File: src/rtl/vend_credit_ctrl.sv
// Vending credit controller: accumulates coin credit, vends from a price table,
// and pays change back one coin per accepted handshake.
module vend_credit_ctrl #(
    parameter  int                         N_PROD      = 4,
    parameter  int                         CREDIT_W    = 5,
    parameter  int                         MAX_CREDIT  = 20,
    parameter  logic [N_PROD*CREDIT_W-1:0] PRICE_TABLE = 20'h62061,
    parameter  bit                         AUTO_CHANGE = 1'b1,
    localparam int                         SEL_W       = (N_PROD > 1) ? $clog2(N_PROD) : 1
) (
    input  logic                CLK,
    input  logic                RST,
    input  logic [1:0]          COIN,
    input  logic                COIN_VALID,
    input  logic [SEL_W-1:0]    SEL,
    input  logic                SEL_VALID,
    input  logic                RETURN_REQ,
    input  logic                CHANGE_READY,
    output logic [CREDIT_W-1:0] CREDIT,
    output logic                COIN_REJECT,
    output logic                VEND,
    output logic [SEL_W-1:0]    VEND_ID,
    output logic                DENY,
    output logic                CHANGE_VALID,
    output logic [1:0]          CHANGE_COIN,
    output logic                CHANGE_DONE,
    output logic                BUSY
);

    typedef enum logic {IDLE, CHANGE} state_t;

    state_t              state_q, state_d;
    logic [CREDIT_W-1:0] credit_q, credit_d;
    logic                reject_q, reject_d;
    logic                vend_q, vend_d;
    logic [SEL_W-1:0]    vend_id_q, vend_id_d;
    logic                deny_q, deny_d;
    logic                done_q, done_d;

    function automatic logic [CREDIT_W-1:0] coin_val(input logic [1:0] c);
        case (c)
            2'b01:   coin_val = CREDIT_W'(1);
            2'b10:   coin_val = CREDIT_W'(2);
            2'b11:   coin_val = CREDIT_W'(5);
            default: coin_val = '0;
        endcase
    endfunction

    logic                coin_nz;
    logic [CREDIT_W:0]   sum;
    logic                sel_ok;
    logic [CREDIT_W-1:0] price;
    logic [1:0]          chg_coin;

    // Change coin depends only on registered credit, never on inputs.
    always_comb begin
        if (credit_q >= CREDIT_W'(5))      chg_coin = 2'b11;
        else if (credit_q >= CREDIT_W'(2)) chg_coin = 2'b10;
        else                               chg_coin = 2'b01;
    end

    always_comb begin
        price = '0;
        for (int i = 0; i < N_PROD; i++)
            if (SEL == SEL_W'(i)) price = PRICE_TABLE[i*CREDIT_W +: CREDIT_W];
    end

    assign coin_nz = COIN_VALID && (COIN != 2'b00);
    // One extra bit so credit + coin cannot wrap before the limit check.
    assign sum     = {1'b0, credit_q} + {1'b0, coin_val(COIN)};
    assign sel_ok  = int'(SEL) < N_PROD;

    always_comb begin
        state_d   = state_q;
        credit_d  = credit_q;
        reject_d  = 1'b0;
        vend_d    = 1'b0;
        vend_id_d = '0;
        deny_d    = 1'b0;
        done_d    = 1'b0;
        case (state_q)
            IDLE: begin
                if (RETURN_REQ) begin
                    reject_d = coin_nz;
                    if (credit_q != '0) state_d = CHANGE;
                end else if (SEL_VALID) begin
                    reject_d = coin_nz;
                    if (!sel_ok || credit_q < price) begin
                        deny_d = 1'b1;
                    end else begin
                        vend_d    = 1'b1;
                        vend_id_d = SEL;
                        credit_d  = credit_q - price;
                        if (AUTO_CHANGE && credit_d != '0) state_d = CHANGE;
                    end
                end else if (coin_nz) begin
                    if (sum > (CREDIT_W+1)'(MAX_CREDIT)) reject_d = 1'b1;
                    else                                 credit_d = sum[CREDIT_W-1:0];
                end
            end
            CHANGE: begin
                reject_d = coin_nz;
                if (CHANGE_READY) begin
                    credit_d = credit_q - coin_val(chg_coin);
                    if (credit_d == '0) begin
                        state_d = IDLE;
                        done_d  = 1'b1;
                    end
                end
            end
            default: state_d = IDLE;
        endcase
    end

    always_ff @(posedge CLK) begin
        if (RST) begin
            state_q   <= IDLE;
            credit_q  <= '0;
            reject_q  <= 1'b0;
            vend_q    <= 1'b0;
            vend_id_q <= '0;
            deny_q    <= 1'b0;
            done_q    <= 1'b0;
        end else begin
            state_q   <= state_d;
            credit_q  <= credit_d;
            reject_q  <= reject_d;
            vend_q    <= vend_d;
            vend_id_q <= vend_id_d;
            deny_q    <= deny_d;
            done_q    <= done_d;
        end
    end

    assign CREDIT       = credit_q;
    assign COIN_REJECT  = reject_q;
    assign VEND         = vend_q;
    assign VEND_ID      = vend_id_q;
    assign DENY         = deny_q;
    assign CHANGE_VALID = (state_q == CHANGE);
    assign CHANGE_COIN  = CHANGE_VALID ? chg_coin : 2'b00;
    assign CHANGE_DONE  = done_q;
    assign BUSY         = (state_q == CHANGE);

endmodule

File: config.mk
export PLATFORM = sky130hd
export DESIGN_NAME = vend_credit_ctrl
export DESIGN_NICKNAME = d
export VERILOG_FILES = /design/src/rtl/vend_credit_ctrl.sv
export SDC_FILE = /design/constraint.sdc
export NUM_CORES = 1
export LEC_CHECK = 0
export BUFFER_PORTS_ARGS = -buffer_cell sky130_fd_sc_hd__buf_2
export CORE_UTILIZATION = 40
export CTS_BUF_LIST = sky130_fd_sc_hd__clkbuf_16
export DETAILED_ROUTE_END_ITERATION = 8
export GPL_ROUTABILITY_DRIVEN = 0
export PLACE_DENSITY_LB_ADDON = 0.05
export SETUP_SLACK_MARGIN = 0.4
export SYNTH_ARGS = -nofsm -noshare
export SYNTH_HDL_FRONTEND = slang
export SYNTH_SLANG_ARGS = --single-unit
File: constraint.sdc
create_clock -name CLK -period 3 [get_ports CLK]
set_input_delay 0.6 -clock CLK [delete_from_list [all_inputs] [get_ports CLK]]
set_output_delay 0.6 -clock CLK [all_outputs]
set_load 0.01 [all_outputs]
==> results of run 1 <==
[cell families after synthesis]
kind of cell / count (synthesis) / share of synthesized area (%)
AOI/OAI and AO/OA: 37 / 23.9
xor gates and xnor gates: 10 / 7.89
adders and majority gates: 12 / 14.9
buffers and inverters: 13 / 5.64
DFF: 12 / 21.6
muxes: 2 / 1.80
and+or+nand+nor: 53 / 24.2
[Yosys cell counts]
cell type and n:
nor4_1 3, a21o_2 1, o21ai_0 7, o311ai_0 1
nor3_1 4, a21oi_2 1, nor4b_1 1, a221oi_1 2
a31oi_1 1, nor2b_1 3, buf_2 2, and2_1 6
inv_1 6, a32o_1 1, a2111oi_0 1, o31ai_1 2
a211o_1 2, or4_1 1, clkbuf_1 3, mux2i_1 2
nand4b_1 1, o32a_1 1, a311oi_1 1, a32oi_2 1
xor2_1 1, a21oi_1 8, nor2_1 16, xnor2_1 9
fa_1 2, nand2b_1 2, nand3b_1 1, buf_4 1
o22a_1 1, o211ai_1 1, nand3_1 2, and3_1 1
nand2_2 1, dfxtp_1 12, nand4_1 2, ha_1 10
nand2_1 9, buf_6 1, a21o_1 3, a211oi_1 2
[routing by layer]
layer | up-vias | global-route usage (%) | wire, µm | part of all wire, %
met5 | - | 0 | 0 | 0
met3 | 4 | 5.56 | 132 | 4.6
met4 | 0 | 5.56 | 17 | 0.60
li1 | 552 | - | - | -
met1 | 511 | 28.1 | 1300 | 45
met2 | 42 | 34.5 | 1400 | 49
[area by class of cell]
type | instances | area, µm² | share of cell area, %
clock inverters | 1 | 3.75 | 0.283
repair buffers | 26 | 135 | 10.2
well taps | 30 | 37.5 | 2.83
inverters | 6 | 22.5 | 1.70
clock buffers | 3 | 75.1 | 5.66
multi-input cells | 114 | 811 | 61.1
flip-flops and latches | 12 | 241 | 18.2
[metrics by stage]
step                hold slack (ns)  power [mW]  setup WS [ns]  utilization [%]
floorplan                     0.608        1.07          0.554                -
global placement              0.705        1.31          0.353             48.8
detailed placement            0.690        1.32          0.285             48.8
CTS                           0.597        1.56          0.516             51.9
global route                  0.600        1.72          0.405             52.1
finish                        0.601        1.57          0.491             52.1
[flip-flops by register name (all words and copies together) (netlist names)]
register,flops
CREDIT,5
COIN_REJECT,1
CHANGE_DONE,1
DENY,1
VEND_ID,2
VEND,1
BUSY,1
[path summary, 6_finish.rpt]
check	from	end	slack, ns	cells past startpoint
worst min register to register	CREDIT[1]$_SDFFE_PP0P_	CREDIT[1]$_SDFFE_PP0P_	0.65	2
worst min-delay path	SEL[0]	VEND_ID[0]$_SDFF_PP0_	0.60	2
worst max-delay path	COIN[0]	CREDIT[2]$_SDFFE_PP0P_	0.49	9
worst max register to register	CREDIT[0]$_SDFFE_PP0P_	CREDIT[4]$_SDFFE_PP0P_	0.56	9
[placed cells by master, fill, tap and decap left out, types with 3 or more instances in the layout]
master     Yosys  layout
xnor2_1        9       9
buf_2          2      24
nor4_1         3       3
a21o_1         3       3
dfxtp_1       12      11
a21oi_1        8       7
nor2_1        16      16
o21ai_0        7       7
and2_1         6       6
clkbuf_16      0       3
ha_1          10      10
nor3_1         4       4
inv_1          6       6
nand2_1        9       9
nor2b_1        3       3
[power breakdown]
| group | switching [mW] | leakage, nW | internal, mW |
|---|---|---|---|
| Clock | 0.0643 | 0.0385 | 0.175 |
| Sequential | 0.101 | 0.0985 | 0.204 |
| Combinational | 0.573 | 0.471 | 0.451 |
| Total | 0.739 | 0.608 | 0.830 |
[repair_timing]
| item | CTS | global route |
|---|---|---|
| hold buffers | 0 | 0 |
| gates resized for setup | 0 | 2 |
| buffers inserted | 0 | 0 |
| endpoints found under the setup margin | 0 | 5 |
==> flow_metrics.py, run 1 <==
metrics = {
    "placement": {
        "dp_hpwl_um": 2280,
        "place_area_um2": 1240,
        "io_buffers": 24,
        "dpl.cell_count": 188,
    },
    "clocking": {
        "cts_sinks": 12,
        "cts-htree-levels": 1,
        "cts_buffer_depth": 2,
        "clkTransAtPathRegs_ns": 0.04,
        "numCtsBuffers": 3,
        "clk_latency_ns": 0.24,
        "tritoncts": "built",
        "cts-root-buf": "clkbuf_16",
    },
    "sta": {
        "fin_setup_tns_ns": 0,
        "final-setup-viol-count": 0,
        "skew_ns": 0.00516,
        "clock.fmax_mhz": 399,
        "slew_viol_final": 0,
        "rsz0062_at_grt": "no",
        "period_needed_ns": 2.51,
        "finalCritPeriodShare_pct": 83.6,
        "relSlewSlack_pct": 56.7,
        "worst_pin_slew_ns": 0.649,
        "hold_viol_final": 0,
    },
    "route": {
        "firstDrtPassIters": 4,
        "post_drt_wl_per_cell_um": 14.9,
        "vias": 1109,
        "wirelength_um": 2850,
        "antenna_left": 0,
        "routed_via_density": 5.78,
        "drc_errors": 0,
        "drt_iter0_markers": 24,
    },
    "yosys": {
        "seq_area_frac_synth_pct": 21.6,
        "synth_warnings": 0,
        "syn_avg_cell_area_um2": 7.98,
        "yosys.area.top_type": "dfxtp_1",
        "yosysTopAreaCellShare_pct": 21.6,
        "synth_area_leaders": "dfxtp_1 22%, ha_1 11%, xnor2_1 7.1%",
        "ys_ff_latch": 12,
        "synth_nets": 161,
        "synth_cell_types": 44,
        "syn_area_um2": 1110,
        "postSynthCellCount": 139,
    },
    "run_status": {
        "status": "complete, no violations",
    },
    "floorplan": {
        "die_w_um": 54.7,
        "io_pins": 25,
        "rows": 18,
        "die_h_um": 54.7,
        "die_area_um2": 2990,
        "start_util_pct": 43.6,
        "coreArea_um2": 2540,
    },
    "finish": {
        "finalNetCount": 185,
        "areaGrowthSynthToFinish_pct": 19.5,
        "diodes": 0,
        "fin_cells": 192,
        "drive_gt1_share_pct": 21.6,
        "stdcell_area_um2": 1330,
        "fill_cells": 261,
    },
    "job": {
        "max-cap-violations": 0,
    },
    "worst_setup_path": {
        "path_class": "input pin to flop",
        "crit_arrival_ns": 2.62,
        "crit_path_end_kind": "flop",
        "cp.required_ns": 3.11,
        "crit_chain": "buf_2 > ha_1 > fa_1 > xnor2_1 > nor2_1 > o32a_1 > a21o_1 > a221oi_1 > nor3_1",
        "cp_slowest_cell": "fa_1",
        "path_max_fanout": 4,
        "cp_num_buf_inv": 1,
        "slowest_delay_ns": 0.43,
        "cp-start-kind": "input pin",
        "crit_family": "compound AO/OA/AOI/OAI gates",
    },
    "grt": {
        "grt_pass1_vias": 961,
        "grt_overflow": 0,
        "antenna_found_initial": 0,
        "grt_first_pass_wirelength_um": 4550,
        "grt_usage_pct": 21.5,
        "grt_max_degree": 22,
    },
    "hold_path": {
        "worst_hold_path_type": "input pin to flop",
    },
    "pwr": {
        "power_density_nw_per_um2": 1180,
        "leakage_nw": 0.608,
        "ir_drop_mv": 0.696,
    },
}
(Power assumes the default switching activity.)
==> inputs of run 2 (changes only) <==
clock period = 2.03 ns   (was 3 ns; I/O delays follow)
==> run 2 against run 1 <==
  * The run now ends with setup timing left
  * Routed wire length up 14%
  * Worst setup slack worse by 0.61 ns
  * Critical path type is now flop to flop
  * Cell area up 27%
  * Register-to-register slack worse by 0.68 ns
  * Cell count up 11%
  * Critical path depth down 1
  * Clock power up 54%
  * Highest routed layer unchanged
==> flow_metrics.py, run 2 (synthesis gave the netlist of run 1 again) <==
metrics = {
    "worst_setup_path": {
        "path_max_fanout": 3,
        "path_class": "flop to flop",
        "cp_num_cells": 8,
        "cp_slowest_cell": "fa_2",
        "reg2reg_depth": 8,
        "crit_family": "compound AO/OA/AOI/OAI gates",
        "r2r_start": "CREDIT[0]$_SDFFE_PP0P_",
        "crit_path_end_kind": "flop",
        "crit_arrival_ns": 2.27,
        "slowest_delay_ns": 0.39,
        "r2r_end": "CREDIT[2]$_SDFFE_PP0P_",
        "cp.required_ns": 2.15,
        "cp_num_buf_inv": 0,
        "cp-start-kind": "flop",
        "crit_chain": "ha_4 > fa_2 > xnor2_2 > nor2_1 > o32a_1 > a21o_1 > a221oi_2 > nor3_1",
        "r2r_slack_ns": -0.12,
    },
    "pwr": {
        "ir_drop_mv": 1.29,
        "p_sw_mw": 1.35,
        "sequentialPowerShare_pct": 14.4,
        "power_density_nw_per_um2": 1810,
        "leakage_nw": 0.739,
        "p_int_mw": 1.69,
        "power_switching_share_pct": 44.5,
        "total_power_mw": 3.04,
        "clockPowerShare_pct": 12.1,
        "combPwrFrac_pct": 73.5,
    },
    "placement": {
        "dpl.cell_count": 206,
        "pre_cts_ws_ns": -0.336,
        "io_buffers": 24,
        "dp_hpwl_um": 2470,
    },
    "route": {
        "drt_iter0_markers": 40,
        "post_drt_wl_per_cell_um": 15.2,
        "wirelength_um": 3240,
        "antenna_left": 0,
        "firstDrtPassIters": 4,
        "routed_via_density": 5.58,
        "vias": 1189,
        "drc_errors": 0,
    },
    "sta": {
        "relSlewSlack_pct": 74.7,
        "period_needed_ns": 2.15,
        "fin_ws_ns": -0.121,
        "slew_viol_final": 0,
        "worst_pin_slew_ns": 0.370,
        "skew_ns": 0.00335,
        "finalHoldWorstSlack_ns": 0.426,
        "final-setup-viol-count": 6,
        "hold_viol_final": 0,
        "rsz0062_at_grt": "yes",
        "finalCritPeriodShare_pct": 106,
        "clock.fmax_mhz": 465,
        "fin_setup_tns_ns": -0.526,
    },
    "grt": {
        "grt_first_pass_wirelength_um": 5020,
        "grt_pass1_vias": 1086,
        "grt_usage_pct": 23.8,
        "grt_max_degree": 21,
        "antenna_found_initial": 0,
        "grt_overflow": 0,
    },
    "job": {
        "max-cap-violations": 0,
    },
    "floorplan": {
        "coreArea_um2": 2540,
        "io_pins": 25,
        "die_h_um": 54.7,
        "die_w_um": 54.7,
        "die_area_um2": 2990,
        "start_util_pct": 43.6,
        "rows": 18,
    },
    "run_status": {
        "status": "finished, violations left",
        "violations": "setup timing",
    },
    "clocking": {
        "clkTransAtPathRegs_ns": 0.04,
        "cts_buffer_depth": 2,
        "cts-htree-levels": 1,
        "tritoncts": "built",
        "numCtsBuffers": 3,
        "clk_latency_ns": 0.24,
        "cts-root-buf": "clkbuf_16",
        "cts_sinks": 12,
    },
    "finish": {
        "areaGrowthSynthToFinish_pct": 51.3,
        "layout_commonest_cell": "buf_2",
        "fill_cells": 229,
        "diodes": 0,
        "fin_cells": 213,
        "drive_gt1_share_pct": 49.2,
        "layout_common_cells": "24 x buf_2, 21 x buf_4, 13 x nor2_1",
        "largest_register_ffs": 5,
        "finalNetCount": 206,
    },
    "hold_path": {
        "min_path_cells": 2,
        "worst_hold_path_type": "input pin to flop",
        "hold_end": "VEND_ID[0]$_SDFF_PP0_",
        "hold_start": "SEL[0]",
    },
}
==> run 2: cell count changes in the layout (fill, tap and decap cells not counted), moves of 3 or more <==
| cell | change |
|---|---|
| o21ai_0 | -4 |
| nor2_1 | -3 |
| dfxtp_1 | -4 |
| ha_4 | +5 |
| ha_1 | -6 |
| buf_4 | +19 |
==> run 2: layout make-up <==
| type | count | area, µm² | share of cell area (%) |
|---|---|---|---|
| tap | 30 | 37.5 | 2.24 |
| timing repair buffer | 47 | 300 | 17.9 |
| clock inverter | 1 | 3.75 | 0.224 |
| inverter | 6 | 22.5 | 1.34 |
| multi-input combinational | 114 | 988 | 58.9 |
| clock buffer | 3 | 75.1 | 4.47 |
| sequential | 12 | 251 | 15.0 |
==> run 2: worst register-to-register path, cell delays in order (launching register included) <==
cell      delay (ns)
dfxtp_2         0.34
ha_4            0.17
fa_2            0.39
xnor2_2         0.17
nor2_1          0.07
o32a_1          0.34
a21o_1          0.21
a221oi_2        0.26
nor3_1          0.06
==> run 2: worst max path at each step <==
stage | start | end | slack (ns)
6_report | CREDIT[0]$_SDFFE_PP0P_ | CREDIT[2]$_SDFFE_PP0P_ | -0.12
5_1_grt | CREDIT[0]$_SDFFE_PP0P_ | CREDIT[4]$_SDFFE_PP0P_ | -0.21
4_1_cts | CREDIT[0]$_SDFFE_PP0P_ | CREDIT[2]$_SDFFE_PP0P_ | -0.12
3_5_place_dp | COIN[0] | CREDIT[2]$_SDFFE_PP0P_ | -0.34
3_3_place_gp | COIN[0] | CREDIT[2]$_SDFFE_PP0P_ | -0.27
2_1_floorplan | COIN[0] | CREDIT[2]$_SDFFE_PP0P_ | -0.07
==> run 2: per-layer routing <==
layer,track usage [%],routed length [µm],vias up
met1,30.3,1470,550
li1,-,-,601
met4,6.84,33,0
met3,3.33,132,4
met5,0,0,-
met2,41.0,1610,34
==> run 2: power groups by stage <==
stage	Clock [mW]	Combinational [mW]	Sequential (mW)
after floorplan	0	1.38	0.442
final	0.367	2.23	0.439
after CTS	0.365	2.09	0.447
after global placement	0	1.95	0.439
after global routing	0.374	2.46	0.449
after detailed placement	0	1.98	0.440
==> run 2: through the flow <==
step | util, % | cell area (µm²)
final | 66.0 | 1680
after global placement | 59.3 | 1510
after detailed placement | 59.3 | 1510
after global routing | 66.0 | 1680
after CTS | 63.6 | 1620
after floorplan | - | 1250
==> run 2: repair_timing <==
item	in CTS	in global routing
buffers inserted	0	3
setup endpoints to repair	14	14
pin swaps	7	2
resized for setup	6	8
hold buffers	0	0
